**src/rtl/de_3_to_8.sv**
```systemverilog
// -----------------------------------------------------------------------------
// de_3_to_8
// Registered 3-to-8 line decoder. A 3-bit binary select is turned into a
// one-hot (or, with ACTIVE_LOW=1, one-cold) 8-bit strobe vector. The output
// is taken straight from flops, so downstream enables never see glitches.
//
// Parameters:
//   ACTIVE_LOW  - 0: selected bit is 1, others 0.
//                 1: selected bit is 0, others 1.
//
// Ports:
//   clk         - single clock, all state updates on the rising edge
//   rst         - synchronous, active-high reset
//   in          - binary select, 0..7
//   decoder_out - registered decoded output (1 cycle after `in` is sampled)
//   out_valid   - high once decoder_out holds a decode rather than the
//                 reset "no selection" value
// -----------------------------------------------------------------------------
module de_3_to_8 #(
    parameter int unsigned ACTIVE_LOW = 0
) (
    input  logic       clk,
    input  logic       rst,
    input  logic [2:0] in,
    output logic [7:0] decoder_out,
    output logic       out_valid
);

    // Reset value: no line selected in the chosen polarity.
    localparam logic [7:0] NoSel = (ACTIVE_LOW != 0) ? 8'hFF : 8'h00;

    logic [7:0] onehot;
    logic [7:0] dec_d;
    logic [7:0] dec_q;
    logic       valid_q;

    always_comb begin
        onehot     = 8'h00;
        onehot[in] = 1'b1;
        dec_d      = (ACTIVE_LOW != 0) ? ~onehot : onehot;
    end

    // Reset wins over decode on the same edge; no partial update.
    always_ff @(posedge clk) begin
        if (rst) begin
            dec_q   <= NoSel;
            valid_q <= 1'b0;
        end else begin
            dec_q   <= dec_d;
            valid_q <= 1'b1;
        end
    end

    assign decoder_out = dec_q;
    assign out_valid   = valid_q;

endmodule

```
**config.mk**
```make
export PLATFORM = sky130hd
export DESIGN_NAME = de_3_to_8
export DESIGN_NICKNAME = d
export VERILOG_FILES = /design/src/rtl/de_3_to_8.sv
export SDC_FILE = /design/constraint.sdc
export NUM_CORES = 1
export LEC_CHECK = 0
export ABC_AREA = 1
export CAP_MARGIN = 25
export CORE_AREA = 2 2 39 41
export DETAILED_ROUTE_END_ITERATION = 8
export DIE_AREA = 0 0 41 43
export GPL_TIMING_DRIVEN = 0
export SLEW_MARGIN = 40
export SYNTH_ARGS = -nofsm -noshare
export SYNTH_HDL_FRONTEND = slang
export SYNTH_SLANG_ARGS = --single-unit
```
**constraint.sdc**
```tcl
create_clock -name clk -period 0.8 [get_ports clk]
set_input_delay 0.16 -clock clk [delete_from_list [all_inputs] [get_ports clk]]
set_output_delay 0.16 -clock clk [all_outputs]
set_load 0.05 [all_outputs]
```
Yosys cells after proc, flatten, opt, wreduce, memory -nomap -nowiden
Cells that the tools add are included.
{"block": "word_totals", "reg_bits": 9, "input_bits": 5, "output_inout_bits": 9, "wordCells": 8}
{"block": "classes", "magnitude_cmp": 2, "muxes": 3, "n_reduce_logical": 1}
{"operator": "$lt A3 B4 Y1 const B", "count": 1}
{"operator": "$demux W1 S3", "count": 1}
{"operator": "$ge A3 B1 Y1 const B", "count": 1}
{"operator": "$mux W1", "count": 2}
{"operator": "$logic_and A1 B1 Y1", "count": 1}

Depth between registers and ports, before layout
{"block": "logic_depth", "depth_word": 4, "depth_mapped": 3, "depth_no_buf": 3}

Worst setup path before layout
No wires, ideal clock.
{"block": "synth_timing", "path_kind": "register -> output", "startpoint": "register dec_q[0], in the netlist decoder_out[0]", "endpoint": "output decoder_out[0]", "arrival_ns": 0.587, "required_ns": 0.640, "path_slack_ns": 0.053, "stages_incl_launch_ff": 1, "path_buffers": 0, "cell_sequence": "dfxtp_1"}
{"item": "start: declaration", "line": "34", "source": "logic [7:0] dec_q;"}
{"item": "start signal: assignment", "line": "46", "source": "dec_q <= NoSel;"}
{"item": "end: declaration", "line": "25", "source": "output logic [7:0] decoder_out,"}
No word-level cell between the ends.

Final worst setup path
{"block": "layout_timing", "startpoint": "register dec_q[5], in the netlist decoder_out[5]", "endpoint": "output decoder_out[5]"}
No word-level cell between the ends.

==> reports/summary.md <==
* result of the run: finished, violations left
* failing checks: negative setup slack
* per-instance average area after synthesis: 9.45 sq um
* clk sinks: 9
* critical path endpoint category: output port
* maximum clock frequency: 1140 MHz
* gp weighted congestion: 0.722
* MaxCap Viol Count: 0
* number of failing setup endpoints in the final timing report: 9
* number of antenna violations at the first check in global routing: 0
* stage delay of the slowest cell on the critical path: 330 ps
* RSZ-0062 raised after global routing: true
* floorplan die width: 41 um
* CTS buffer count: 3
* Final nets: 50
* WHS Path Cells: 2
* startpoint class of the critical path: register
* Int Pwr: 716 uW
* slew at the pin with the worst max-slew slack: 110 ps
* biggest area contributors in the synthesized netlist: sky130_fd_sc_hd__dfxtp_1 71%, sky130_fd_sc_hd__nor2_1 10%, sky130_fd_sc_hd__nand2_1 5.9%
* maximum clock insertion buffer count: 2
* area delta synth->final: 91.2%
* starting utilization of the core area: 18.4%
* DRC violation total after the first TritonRoute iteration: 2
* share of the cycle needed by the critical path after routing: 110%
* ratio of total power to cell area: 1920 nW/um^2
* Cell variety after synth: 7
* core region area: 1380 sq um
* Critical Path, Cell by Cell: buf_8
* final antenna-violating net count: 0
* cell taking the most area after synthesis: sky130_fd_sc_hd__dfxtp_1
* busiest layer in global routing: met2
* number of input and output port buffers inserted: 13
* Critical Path Source: decoder_out[5]
* number of buffers inserted by post-CTS setup repair: 0
* DRC violations left: 0
* synthesized area: 255 sq um
* routed vias: 213
* post-synthesis register bit count: 9
* global-route total usage across every layer: 6.34%
* area of placed instances: 405 sq um
* top cell type's share of synthesized area: 70.6%
* die footprint: 1760 sq um
* endpoint arrival time on the critical path: 720 ps
* ratio of routed vias to standard cells: 3.55
* maximum number of pins on one net before global-route repair: 6
* fraction of registers with async set or reset after synthesis: 0%
* reported net switching power: 222 uW
* Post-synth EDFFs: 0
* final-report hold violation count: 0
* number of standard cells in the layout, taps in and fillers out: 60
* total number of placement rows: 14
* switch share: 23.7%
* number of hold buffers added after CTS: 0
* met1 demand-to-capacity share in global routing: 5.19%
* proportion of synthesized chip area in sequential cells: 70.6%
* TritonCTS clock tree: done
* Syn. warnings: 0
* worst setup path end: decoder_out[5]
* required time reported for the critical path endpoint: 640 ps
* Crit Path Max Fanout: 1
* Top delay family on crit path: flip-flops
* Syn Nets: 32
* number of slew-limit violations in the final report: 0
* clock transition at the registers of the reported paths: 60 ps
* htree depth: 1
* Inserted Diodes: 0
* top cells by count, synth: 9 x sky130_fd_sc_hd__dfxtp_1, 7 x sky130_fd_sc_hd__nor2_1, 4 x sky130_fd_sc_hd__nand2_1
* master of the slowest instance on the critical path: sky130_fd_sc_hd__dfxtp_2
* Pre-Repair DR Iteration Count: 2
* shortest period the worst path allows: 878 ps
* Relative slew margins: 92.7%
* die height: 43 um
* met3 usage in global routing: 4.71%
* sequential power share: 50.3%
* Final WS setup: -77.9 ps
* critical setup path kind: reg2out
* worst hold path class: in2reg
* Finished Cell Area: 488 sq um
* placed insts: 56
* num ports: 14
* average detailed-routed wire length per instance: 7.32 um
* power share of the clock group: 34.9%
* final HPWL from detailed placement: 353 um
* sum of buffers and inverters on the critical path: 1
* count of cell instances traversed by the critical path: 1
* final routed wirelength across all metal layers: 439 um
* total congestion overflow after global routing: 0
* Post-Synthesis Cells: 27
* met2 GRT Util: 9.06%
* pre-CTS setup slack: -448 ps
* most repeated cell in the gate-level netlist after synthesis: sky130_fd_sc_hd__dfxtp_1
* clock root buffer master: sky130_fd_sc_hd__clkbuf_4
* combinational share of power: 14.7%
* first-pass GRT wire length: 648 um
* share of final-layout standard cells stronger than drive strength 1: 56.8%
* largest voltage drop on the vdd net: 0.627 mV
* leakage power summed over all cells: 0.000219 uW
* Primary FF master, synth: sky130_fd_sc_hd__dfxtp_1
* number of global-route vias before repair: 179
-- how the worst min path moves through the flow --
| stage | start | end | slack [ps] |
|---|---|---|---|
| final | rst | out_valid | 440 |
| after global placement | rst | out_valid | 690 |
| after detailed placement | rst | out_valid | 690 |
| after floorplan | rst | out_valid | 240 |
| after global routing | rst | out_valid | 460 |
| after CTS | rst | out_valid | 430 |
-- sequential cells by signal (all words and copies together) (netlist names) --
| name | flops |
|---|---|
| out_valid | 1 |
| decoder_out | 8 |
-- metrics by stage --
stage	hold WS [ps]	util [%]	power, uW	TNS (ps)
after floorplan	240	-	547	0
after global placement	687	29.3	599	-5190
after detailed placement	690	29.3	601	-5300
after CTS	427	33.9	953	-763
after global routing	457	35.3	989	-911
final	436	35.3	938	-649
-- power by group through the flow --
stage / logic, uW / registers [uW] / clock network, uW
CTS: 135 / 471 / 346
detailed placement: 126 / 475 / 0
finish: 138 / 472 / 328
global placement: 124 / 475 / 0
global route: 148 / 473 / 367
floorplan: 24.4 / 523 / 0
-- logic make-up after synthesis --
group | synth area share, %
flip-flops | 70.6
AND/OR/NAND/NOR | 23.5
buffers and inverters | 5.88
-- placed cells by master (no fill, tap or decap), drive strengths merged --
cell,n
inv,4
buf,9
nand2,6
nor2,8
dfxtp,9
clkbuf,4
clkdlybuf4s50,4
-- routing by layer --
metal	routed length [um]	share of wire (%)
met2	237	54
met1	159	36
met4	0	0
met3	42	9.6
met5	0	0
-- area by class of cell --
class / instances / area [sq um]
fill: 142 / 896
multi-input combinational: 14 / 60.1
tap: 16 / 20.0
timing repair buffer: 13 / 175
inverter: 4 / 15.0
clock buffer: 4 / 26.3
sequential: 9 / 191
-- timing repair --
item | in CTS | in global routing
cloned | 0 | 0
resized for setup | 76 | 5
endpoints found under the setup margin | 9 | 9
(Power assumes the default switching activity.)
